File: src/rtl/edge_burst_pkg.sv
// Shared constants and types for the edge-burst detector.
package edge_burst_pkg;

  // Edge qualification encodings for edge_mode
  localparam logic [1:0] EDGE_OFF  = 2'b00;
  localparam logic [1:0] EDGE_RISE = 2'b01;
  localparam logic [1:0] EDGE_FALL = 2'b10;
  localparam logic [1:0] EDGE_BOTH = 2'b11;

  // Per-channel window state
  typedef enum logic {
    IDLE,
    ARMED
  } state_e;

endpackage

File: src/rtl/edge_burst_channel.sv
// One detector channel: synchroniser, edge detect, window FSM, counters, flag.
module edge_burst_channel
  import edge_burst_pkg::*;
#(
  parameter int unsigned WINDOW_W    = 8,
  parameter int unsigned COUNT_W     = 4,
  parameter int unsigned SYNC_STAGES = 2
) (
  input  logic                clk,
  input  logic                reset_n,
  input  logic                sig_in,
  input  logic [WINDOW_W-1:0] window_len,
  input  logic [COUNT_W-1:0]  threshold,
  input  logic [1:0]          edge_mode,
  input  logic                sticky,
  input  logic                flag_clr,
  output logic                flag,
  output logic                hit_pulse,
  output logic [COUNT_W-1:0]  edge_count
);

  logic [SYNC_STAGES-1:0] sync_q;
  logic                   s, s_d_q;
  logic                   edge_det;
  state_e                 state_q, state_d;
  logic [WINDOW_W-1:0]    win_q, win_d;
  logic [COUNT_W-1:0]     cnt_q, cnt_d, cnt_next, cnt_inc;
  logic                   done_q, done_d;
  logic                   flag_q, flag_d;
  logic                   hit_q, hit, close;
  logic [WINDOW_W-1:0]    eff_win;
  logic [COUNT_W-1:0]     eff_thr;
  logic [WINDOW_W:0]      win_inc;

  assign s = sync_q[SYNC_STAGES-1];

  // Synchroniser chain plus the one-cycle delay used for edge detection
  always_ff @(posedge clk or negedge reset_n) begin
    if (!reset_n) begin
      sync_q <= '0;
      s_d_q  <= 1'b0;
    end else begin
      sync_q <= {sync_q[SYNC_STAGES-2:0], sig_in};
      s_d_q  <= s;
    end
  end

  // Qualify the raw rise/fall events by the configured edge mode
  always_comb begin
    edge_det = 1'b0;
    case (edge_mode)
      EDGE_RISE: edge_det = s & ~s_d_q;
      EDGE_FALL: edge_det = ~s & s_d_q;
      EDGE_BOTH: edge_det = s ^ s_d_q;
      default:   edge_det = 1'b0;
    endcase
  end

  // Zero-valued configs behave as 1
  assign eff_win = (window_len == '0) ? WINDOW_W'(1) : window_len;
  assign eff_thr = (threshold == '0) ? COUNT_W'(1) : threshold;
  // Extra bit keeps the close compare safe if window_len shrinks mid-window
  assign win_inc = {1'b0, win_q} + (WINDOW_W + 1)'(1);
  assign cnt_inc = (cnt_q == '1) ? cnt_q : cnt_q + COUNT_W'(1);

  // Window FSM next-state, counters and hit detection
  always_comb begin
    state_d  = state_q;
    win_d    = win_q;
    cnt_d    = cnt_q;
    done_d   = done_q;
    cnt_next = cnt_q;
    hit      = 1'b0;
    close    = 1'b0;
    case (state_q)
      IDLE: begin
        win_d  = '0;
        cnt_d  = '0;
        done_d = 1'b0;
        if (edge_det) begin
          hit = (eff_thr == COUNT_W'(1));
          // A one-cycle window opens and closes in the same cycle
          if (eff_win == WINDOW_W'(1)) begin
            close = 1'b1;
          end else begin
            state_d = ARMED;
            win_d   = WINDOW_W'(1);
            cnt_d   = COUNT_W'(1);
            done_d  = hit;
          end
        end
      end
      ARMED: begin
        cnt_next = edge_det ? cnt_inc : cnt_q;
        hit      = edge_det && !done_q && (cnt_next == eff_thr);
        if (win_inc >= {1'b0, eff_win}) begin
          close   = 1'b1;
          state_d = IDLE;
          win_d   = '0;
          cnt_d   = '0;
          done_d  = 1'b0;
        end else begin
          win_d  = win_inc[WINDOW_W-1:0];
          cnt_d  = cnt_next;
          done_d = done_q | hit;
        end
      end
      default: state_d = IDLE;
    endcase
  end

  // Flag next-state: clears first, set last so a hit always wins
  always_comb begin
    flag_d = flag_q;
    // IDLE term clears a non-sticky flag set by a hit in the closing cycle
    if (!sticky && (close || state_q == IDLE)) flag_d = 1'b0;
    if (flag_clr) flag_d = 1'b0;
    if (hit) flag_d = 1'b1;
  end

  // FSM, counter and output registers
  always_ff @(posedge clk or negedge reset_n) begin
    if (!reset_n) begin
      state_q <= IDLE;
      win_q   <= '0;
      cnt_q   <= '0;
      done_q  <= 1'b0;
      flag_q  <= 1'b0;
      hit_q   <= 1'b0;
    end else begin
      state_q <= state_d;
      win_q   <= win_d;
      cnt_q   <= cnt_d;
      done_q  <= done_d;
      flag_q  <= flag_d;
      hit_q   <= hit;
    end
  end

  assign flag       = flag_q;
  assign hit_pulse  = hit_q;
  assign edge_count = cnt_q;

endmodule

File: src/rtl/edge_burst_detector.sv
// Multi-channel edge-burst detector: replicates the channel and aggregates outputs.
module edge_burst_detector
  import edge_burst_pkg::*;
#(
  parameter int unsigned CHANNELS    = 4,
  parameter int unsigned WINDOW_W    = 8,
  parameter int unsigned COUNT_W     = 4,
  parameter int unsigned SYNC_STAGES = 2
) (
  input  logic                        clk,
  input  logic                        reset_n,
  input  logic [CHANNELS-1:0]         sig_in,
  input  logic [WINDOW_W-1:0]         window_len,
  input  logic [COUNT_W-1:0]          threshold,
  input  logic [1:0]                  edge_mode,
  input  logic                        sticky,
  input  logic [CHANNELS-1:0]         flag_clr,
  output logic [CHANNELS-1:0]         flag,
  output logic [CHANNELS-1:0]         hit_pulse,
  output logic                        any_flag,
  output logic [CHANNELS*COUNT_W-1:0] edge_count
);

  // One independent channel per input line
  for (genvar i = 0; i < CHANNELS; i++) begin : g_chan
    edge_burst_channel #(
      .WINDOW_W   (WINDOW_W),
      .COUNT_W    (COUNT_W),
      .SYNC_STAGES(SYNC_STAGES)
    ) u_chan (
      .clk       (clk),
      .reset_n   (reset_n),
      .sig_in    (sig_in[i]),
      .window_len(window_len),
      .threshold (threshold),
      .edge_mode (edge_mode),
      .sticky    (sticky),
      .flag_clr  (flag_clr[i]),
      .flag      (flag[i]),
      .hit_pulse (hit_pulse[i]),
      .edge_count(edge_count[i*COUNT_W +: COUNT_W])
    );
  end

  assign any_flag = |flag;

endmodule

File: config.mk
export PLATFORM = sky130hd
export DESIGN_NAME = edge_burst_detector
export DESIGN_NICKNAME = d
export VERILOG_FILES = /design/src/rtl/edge_burst_pkg.sv /design/src/rtl/edge_burst_channel.sv /design/src/rtl/edge_burst_detector.sv
export SDC_FILE = /design/constraint.sdc
export NUM_CORES = 1
export LEC_CHECK = 0
export ABC_AREA = 0
export CORE_UTILIZATION = 44
export DETAILED_ROUTE_END_ITERATION = 8
export PLACE_DENSITY = 0.75
export SLEW_MARGIN = 20
export SYNTH_ARGS = -nofsm -noshare
export SYNTH_HDL_FRONTEND = slang
export SYNTH_HIERARCHICAL = 1
export SYNTH_SLANG_ARGS = --single-unit
File: constraint.sdc
create_clock -name clk -period 2.9 [get_ports clk]
set_input_delay 0.87 -clock clk [delete_from_list [all_inputs] [get_ports clk]]
set_output_delay 0.87 -clock clk [all_outputs]
set_load 0.05 [all_outputs]
# Yosys cells after proc, flatten, opt, wreduce, memory -nomap -nowiden
# Cells that the tools add are included.
word_totals:
  register_bits: 76
  inputBits: 25
classes:
  add_sub_neg: 8
  order_cmp: 4
  eq_ne: 13
  n_mux: 99
  bitwise_logic: 28
  n_reduce_logical: 28
op_table:
  columns: ["op", "n"]
  rows:
  - ["$pmux W8 S2", 4]
  - ["$mux W4", 15]
  - ["$mux W8", 7]
  - ["$mux W1", 49]
  - ["$add A8 B1 Y9 const B", 4]
  - ["$ge A9 B8 Y1", 4]
  - ["$pmux W1 S2", 16]
  - ["$pmux W4 S2", 4]
  - ["$add A4 B1 Y4 const B", 4]
  - ["$eq A4 B4 Y1", 4]
  - ["$eq A4 B4 Y1 const B", 4]
  - ["$logic_and A1 B1 Y1", 12]
  - ["$not A1 Y1", 12]
  - ["$pmux W1 S3", 4]
  - ["$reduce_bool A3 Y1", 4]
  - ["$and A1 B1 Y1", 8]
  - ["$eq A8 B1 Y1 const B", 1]
  - ["$logic_not A8 Y1", 1]
  - ["$logic_not A1 Y1", 5]
  - ["$eq A2 B2 Y1 const B", 2]
  - ["$eq A4 B1 Y1 const B", 1]
  - ["$logic_not A4 Y1", 1]
  - ["$logic_or A1 B1 Y1", 4]
  - ["$or A1 B1 Y1", 4]
  - ["3 further kinds", 6]

# Depth between registers and ports, before layout
# Gate-level depths: netlist of run 1.
logic_depth:
  ltp_word: 11
  mapped_depth: 11
  ltp_nobuf: 11

# Modules after synthesis
# The synthesis of run 1 kept the hierarchy.
modules_own_cells:
  columns: ["mod", "n_inst", "cells_per_inst", "area_per_inst_um2", "seq_area_each_um2"]
  rows:
  - ["edge_burst_channel", 4, 133, 1241.2, 475.5]
  - ["edge_burst_detector", 1, 1, 7.5, 0.0]

# Worst setup path before layout of run 1
# Ideal clock, no wire load.
synth_path:
  path_type: "input to register"
  startpoint: "input window_len[7]"
  endpoint: "register g_chan[0].u_chan.cnt_q[0]"
  setup_ns: 0.136
  arrival_time_ns: 2.685
  required_time_ns: 2.764
  setup_slack_ns: 0.079
  path_stages: 11
  path_buffers: 1
  path_cell_list: "inv_1 -> nand4_1 -> nor4_1 -> or2_2 -> ha_1 -> nand2b_1 -> a21o_1 -> a21oi_1 -> o31ai_1 -> clkbuf_1 -> o21ai_0"
synth_via:
  elab_chain_len: 6
synth_lines:
  columns: ["item", "line", "text"]
  rows:
  - ["start: declaration", "edge_burst_detector.sv:13", "input logic [WINDOW_W-1:0] window_len,"]
  - ["$logic_not A8 Y1", "edge_burst_channel.sv:60", "assign eff_win = (window_len == '0) ? WINDOW_W'(1) : window_len;"]
  - ["$mux W8 *", "edge_burst_channel.sv:60", null]
  - ["branches (longest 3 deep; another with $ge A9 B8 Y1)", null, null]
  - ["$pmux W4 S2 *", "edge_burst_channel.sv:75", "case (state_q)"]
  - ["via g_chan[0].u_chan.cnt_d[0]", "edge_burst_channel.sv:27", "logic [COUNT_W-1:0] cnt_q, cnt_d, cnt_next, cnt_inc;"]
  - ["end signal: assignment", "edge_burst_channel.sv:133", "cnt_q <= cnt_d;"]
  - ["end: declaration", "edge_burst_channel.sv:27", null]
# Mark *: on every way through the listed nets, which the timed path passes.
# A chain may end at the register's enable or synchronous reset.

# Worst setup path in the final report of run 1
layout_path:
  startpoint: "register g_chan[3].u_chan.flag_q"
  endpoint: "output any_flag"
layout_via:
  elab_chain_len: 1
layout_lines:
  columns: ["item", "line", "text"]
  rows:
  - ["start: declaration", "edge_burst_channel.sv:29", "logic flag_q, flag_d;"]
  - ["start signal: assignment", "edge_burst_channel.sv:135", "flag_q <= flag_d;"]
  - ["$reduce_or A4 Y1", "edge_burst_detector.sv:45", "assign any_flag = |flag;"]
  - ["end: declaration", "edge_burst_detector.sv:20", "output logic any_flag,"]
# No other way between the ends.

==> impl_metrics.yaml, run 1 <==
final_layout:
  multi_input_area_um2: 2929
  syn_to_final_growth_pct: 33.95
  nets: 739
  stdcell_area_um2: 6660
  layout_commonest_cell: "dfrtp_1"
  post-route-util: 0.6090
  drive_gt1_frac: 0.2206
  register_area_um2: 1902
  antenna_cells: 0
  final_cell_mix: "76 x dfrtp_1, 71 x buf_4, 48 x inv_1, 48 x ha_1, 44 x nor2_1"
  fillers: 927
synthesis:
  synth_cell_types: 38
  syn_area_um2: 4972
  async_flop_share: 1.000
  ys_seq_elements: 76
  synth_area_leaders: "dfrtp_1 38%, ha_1 12%, xnor2_1 4.2%, inv_1 3.9%, nand3_1 3.6%"
  synth_largest_area_cell: "dfrtp_1"
  syn_inst: 533
  syn_area_per_cell_um2: 9.329
  synth_warnings: 6
  ys.flop_type: "dfrtp_1"
  syn-num-nets: 606
  synth.top_cell.area_share: 0.3825
  yosysSeqAreaShare: 0.3825
  synth_edf_count: 0
grt:
  grt_max_degree: 37
  grt_pass1_wl_mm: 21.40
  gr-usage-all-layers: 0.2343
  grt-ovfl-total: 0
  antenna_found_initial: 0
  grt_pass1_vias: 4612
place:
  portBuffers: 49
  place_area_um2: 6226
  gp_congestion: 0.9075
  place_hpwl_mm: 9.543
critical_path:
  critPathTopFamily: "buffers and inverters"
  critical_path_buf_inv_count: 1
  worst-endpoint-required_ps: 2030
  crit_fanout: 3
  cp-end-kind: "output pin"
  crit_chain: "or4_1 -> clkdlybuf4s50_1"
  crit_type: "flip-flop to output pin"
  worst_ep_arrival_time_ps: 1990
  cpPeakStageDelay_ps: 710
  cp-start-kind: "flip-flop"
  slowest_stage: "clkdlybuf4s50_1"
cts:
  clk_latency_ps: 340
  clock_sinks: 76
  cts_made_buffers: 9
  root_buffer: "clkbuf_16"
  htreeDepth: 3
  cts.clk_slew.worst_paths_ps: 60
  cts_tree: "yes"
  holdBufCountCts: 0
  cts_buffer_depth: 2
timing:
  clock-skew-final_ps: 5.399
  worst_pin_slew_ps: 515.1
  grt_setup_unrepaired: "true"
  drv_slew: 0
  slew-limit-headroom: 0.6556
  fmax_ghz: 0.3493
  setup_viol: 0
  fin_crit_ps: 2863
  hold_viol: 0
  fin_crit_sh: 0.9872
detailed_routing:
  viasPerCell: 5.425
  drt-total-wl_mm: 12.75
  routedWlPerCell_um: 15.72
  drt_iter0_drc: 141
  wl_met2_mm: 6.435
  vias: 4400
  first_pass_iters: 4
  wl_met3_um: 463
  ant_nets: 0
  highest_layer: "met4"
  remaining_drc_errors: 0
  met1_length_mm: 5.499
die:
  fp.dieArea_um2: 11730
  initial_utilization: 0.4547
  fp.dieH_um: 108.3
  num_io_pins: 50
  num_rows: 38
  die_w_um: 108.3
  core_um2: 10940
power:
  p_leak_nw: 3.241
  vdd_drop_max_v: 0.0005062
  power_density_nw_per_um2: 716.1
run_status:
  status: "finished, final reports clean"
flow_run:
  max-cap-violations: 0
hold_path:
  min_path_type: "flip-flop to flip-flop"
[power breakdown]
group	total (W)	internal [W]	leakage [nW]	switching [W]
logic	0.00198	0.000906	2.08	0.00107
clock network	0.00126	0.000821	0.169	0.000434
registers	0.00154	0.00128	0.988	0.000252
[per-stage QoR]
stage          hold slack, ps  worst slack, ps  cells  setup TNS [ps]  total power (W)
3_3_place_gp            332.4           -541.0    792          -23870         0.003343
4_1_cts                 351.2            36.94    810               0         0.004745
6_report                347.1            37.00    811               0         0.004770
3_5_place_dp            339.3           -578.1    792          -27200         0.003435
2_1_floorplan           331.2            79.27    533               0         0.002686
5_1_grt                 356.4           -39.72    811          -77.24         0.005049
[path summary, 6_finish.rpt]
path,depth (start not counted),start,slack [ps],endpoint
worst max-delay path,2,g_chan[3].u_chan/flag,40,any_flag
worst min-delay path,0,g_chan[1].u_chan/sync_q[0],350,g_chan[1].u_chan/sync_q[1]
worst max register to register,12,g_chan[2].u_chan/win_q[0],100,g_chan[2].u_chan/edge_count[0]
worst min register to register,0,g_chan[1].u_chan/sync_q[0],350,g_chan[1].u_chan/sync_q[1]
max in group asynchronous,2,reset_n,1760,g_chan[3].u_chan/state_q
min in group asynchronous,1,reset_n,490,g_chan[3].u_chan/win_q[3]
[sequential cells by signal, summed over array words and instances (netlist names)]
name and flops:
g_chan.u_chan/s_d_q 4, g_chan.u_chan/win_q 32, g_chan.u_chan/sync_q 8, g_chan.u_chan/done_q 4, g_chan.u_chan/hit_pulse 4, g_chan.u_chan/edge_count 16
g_chan.u_chan/flag 4, g_chan.u_chan/state_q 4
[cell type report]
cell class / count / share of cell area
clock buffer: 12 / 0.04002
multi-input combinational: 397 / 0.4398
tap: 140 / 0.02630
sequential: 76 / 0.2856
clock inverter: 4 / 0.01052
timing repair buffer: 126 / 0.1663
inverter: 56 / 0.03156
[cells in the mapped netlist (all sizes together), types with 9 or more instances]
cell	number
dfrtp	76
xor2	12
nor2	44
nor2b	28
or4	9
xnor2	24
ha	48
a21oi	24
nand2b	20
nand2	20
nor3	20
inv	56
nand3	36
o21ai	20
[per-layer routing]
layer	global-route usage	vias to the layer above
met1	0.2833	2142
met2	0.4154	99
li1	-	2133
met5	0	-
met4	0.1062	0
met3	0.02893	26
[logic make-up (layout without fill, tap and decap cells)]
group           Yosys count  after routing  share of synthesized area
xor+xnor                 36             36                    0.06341
simple gates            221            221                     0.2511
fa+ha+maj                48             48                     0.1208
buf+inv                  60            198                    0.04529
flops                    76             76                     0.3825
compound gates           84             84                     0.1208
mux                       8              8                    0.01611
[repair_timing]
item / 4_1_cts / 5_1_grt
setup buffers: 2 / 1
resized for setup: 19 / 22
setup endpoints to repair: 54 / 25
gates cloned: 0 / 0
pin swaps: 4 / 5
No activity file was read; power rests on OpenSTA's default activity.
==> inputs of run 2 (changes only) <==
--- a/config.mk
+++ b/config.mk
@@ -9,7 +9,6 @@
 export CORE_UTILIZATION = 44
 export DETAILED_ROUTE_END_ITERATION = 8
 export PLACE_DENSITY = 0.75
-export SLEW_MARGIN = 20
 export SYNTH_ARGS = -nofsm -noshare
 export SYNTH_HDL_FRONTEND = slang
 export SYNTH_HIERARCHICAL = 1
==> results of run 2 <==
The final DEF is identical to that of run 1; final timing and power are the same.
==> inputs of run 3 (changes only) <==
--- a/config.mk
+++ b/config.mk
@@ -8,7 +8,6 @@
 export ABC_AREA = 0
 export CORE_UTILIZATION = 44
 export DETAILED_ROUTE_END_ITERATION = 8
-export PLACE_DENSITY = 0.75
 export SYNTH_ARGS = -nofsm -noshare
 export SYNTH_HDL_FRONTEND = slang
 export SYNTH_HIERARCHICAL = 1
==> run 3 against run 2 <==
Effect of this change:
- via count down 1.8%
- combinational power down 3%
- clock skew increased by 3.6 ps
- maximum frequency grew 1.6%
- non-clock buffer count up 7
- routed wire length down 6.2%
- power down 1.8%
- largest cell class unchanged
- global-route usage decreased by 0.96 points
- sequential power is essentially flat
- worst setup slack improved by 46 ps
- sequential share of layout area fell by 0.30 points
- die area unchanged
==> impl_metrics.yaml, run 3 (synthesized netlist as in run 1, its figures left out) <==
cts:
  cts.clk_slew.worst_paths_ps: 60
  cts_made_buffers: 9
  clock_sinks: 76
  cts_tree: "yes"
  cts_buffer_depth: 2
  root_buffer: "clkbuf_16"
  htreeDepth: 3
  clk_latency_ps: 340
  holdBufCountCts: 0
final_layout:
  stdcell_area_um2: 6736
  fillers: 951
  layout_commonest_cell: "buf_4"
  instances_no_fill: 818
  antenna_cells: 0
  final_cell_mix: "77 x buf_4, 75 x dfrtp_1, 52 x inv_1"
  largest_register_ffs: 32
  nets: 746
  largest-register: "g_chan.u_chan/win_q"
  syn_to_final_growth_pct: 35.48
  post-route-util: 0.6160
  drive_gt1_frac: 0.2242
die:
  num_rows: 38
  num_io_pins: 50
  fp.dieH_um: 108.3
  core_um2: 10940
  die_w_um: 108.3
  fp.dieArea_um2: 11730
  initial_utilization: 0.4547
critical_path:
  crit_fanout: 14
  cp-end-kind: "flip-flop"
  crit_type: "input port to flip-flop"
  worst-endpoint-required_ps: 3170
  worst_ep_arrival_time_ps: 3080
  cp-start-kind: "input port"
grt:
  grt_pass1_vias: 4435
  grt_pass1_wl_mm: 20.40
  antenna_found_initial: 0
  gr-usage-all-layers: 0.2247
  grt-ovfl-total: 0
  grt_max_degree: 32
place:
  place_hpwl_mm: 9.198
  portBuffers: 49
  dp_cells: 798
  place_area_um2: 6271
  gp_congestion: 0.8444
timing:
  timing.hold.ws_ps: 348.7
  slew-limit-headroom: 0.6652
  fin_crit_sh: 0.9712
  fin_crit_ps: 2817
  setup_viol: 0
  clock-skew-final_ps: 8.952
  fmax_ghz: 0.3550
  drv_slew: 0
  worst_pin_slew_ps: 500.6
  hold_viol: 0
run_status:
  status: "finished, final reports clean"
detailed_routing:
  drt_iter0_drc: 170
  drt-total-wl_mm: 11.96
  viasPerCell: 5.280
  vias: 4319
  remaining_drc_errors: 0
  routedWlPerCell_um: 14.61
  first_pass_iters: 4
  ant_nets: 0
power:
  p_leak_nw: 3.297
  power.total_w: 0.004684
  power_density_nw_per_um2: 695.3
  vdd_drop_max_v: 0.0005773
hold_path:
  min_path_type: "flip-flop to flip-flop"
flow_run:
  max-cap-violations: 0
==> run 3: cell types whose count changed in the layout (fill, tap and decap cells not counted), moves of 3 or more <==
cell           delta
buf_4             +6
inv_2             -4
clkbuf_2          -4
dlygate4sd2_1     +3
inv_1             +4
==> run 3: layout make-up <==
cell class / instances / area, µm² / area share
Multi-Input combinational cell: 397 / 2937 / 0.4359
Clock buffer: 10 / 239.0 / 0.03548
Sequential cell: 76 / 1903 / 0.2825
Clock inverter: 6 / 87.58 / 0.01300
Tap cell: 140 / 175.2 / 0.02600
Inverter: 56 / 210.2 / 0.03120
Timing Repair Buffer: 133 / 1185 / 0.1759
==> run 3: where the power goes <==
group	switching [W]	internal [W]	total, W
Sequential	0.000247	0.00129	0.00153
Clock	0.000442	0.000776	0.00122
Combinational	0.00104	0.000895	0.00193
Total	0.00173	0.00296	0.00468
==> run 3: worst paths after layout <==
kind                                                  from  cells after the start  slack [ps]                             end
worst max-delay path                          threshold[1]                      9          80      g_chan[3].u_chan/hit_pulse
max in group asynchronous                          reset_n                      2        1830  g_chan[2].u_chan/edge_count[1]
min in group asynchronous                          reset_n                      1         470          g_chan[0].u_chan/s_d_q
worst min-delay path            g_chan[1].u_chan/sync_q[0]                      0         350      g_chan[1].u_chan/sync_q[1]
worst min register to register  g_chan[1].u_chan/sync_q[0]                      0         350      g_chan[1].u_chan/sync_q[1]
worst max register to register   g_chan[3].u_chan/win_q[0]                     11         140  g_chan[3].u_chan/edge_count[0]
==> run 3: what timing repair did <==
action	CTS	global route
pin swaps	2	7
setup endpoints to repair	31	54
gates cloned	0	0
setup buffers	1	3
resized for setup	10	21
==> run 3: critical path: stages <==
cell	delay [ps]
clkdlybuf4s50_1	450
buf_12	170
or3_4	390
nand2b_2	80
a211oi_1	50
or4_1	440
a211oi_2	240
and3_1	220
a22o_1	180
==> run 3: through the flow <==
stage          setup TNS (ps)  setup WS (ps)
6_report                    0          83.38
5_1_grt                -494.5         -99.19
2_1_floorplan               0          79.27
3_5_place_dp           -23480         -556.2
3_3_place_gp           -22290         -475.2
4_1_cts                     0          4.021
==> run 3: layer usage <==
metal | GRT usage | up-vias | share of wire
li1 | - | 2155 | -
met1 | 0.2745 | 2081 | 0.45
met2 | 0.3985 | 71 | 0.50
met3 | 0.05003 | 12 | 0.039
met4 | 0.05792 | 0 | 0.014
met5 | 0 | - | 0
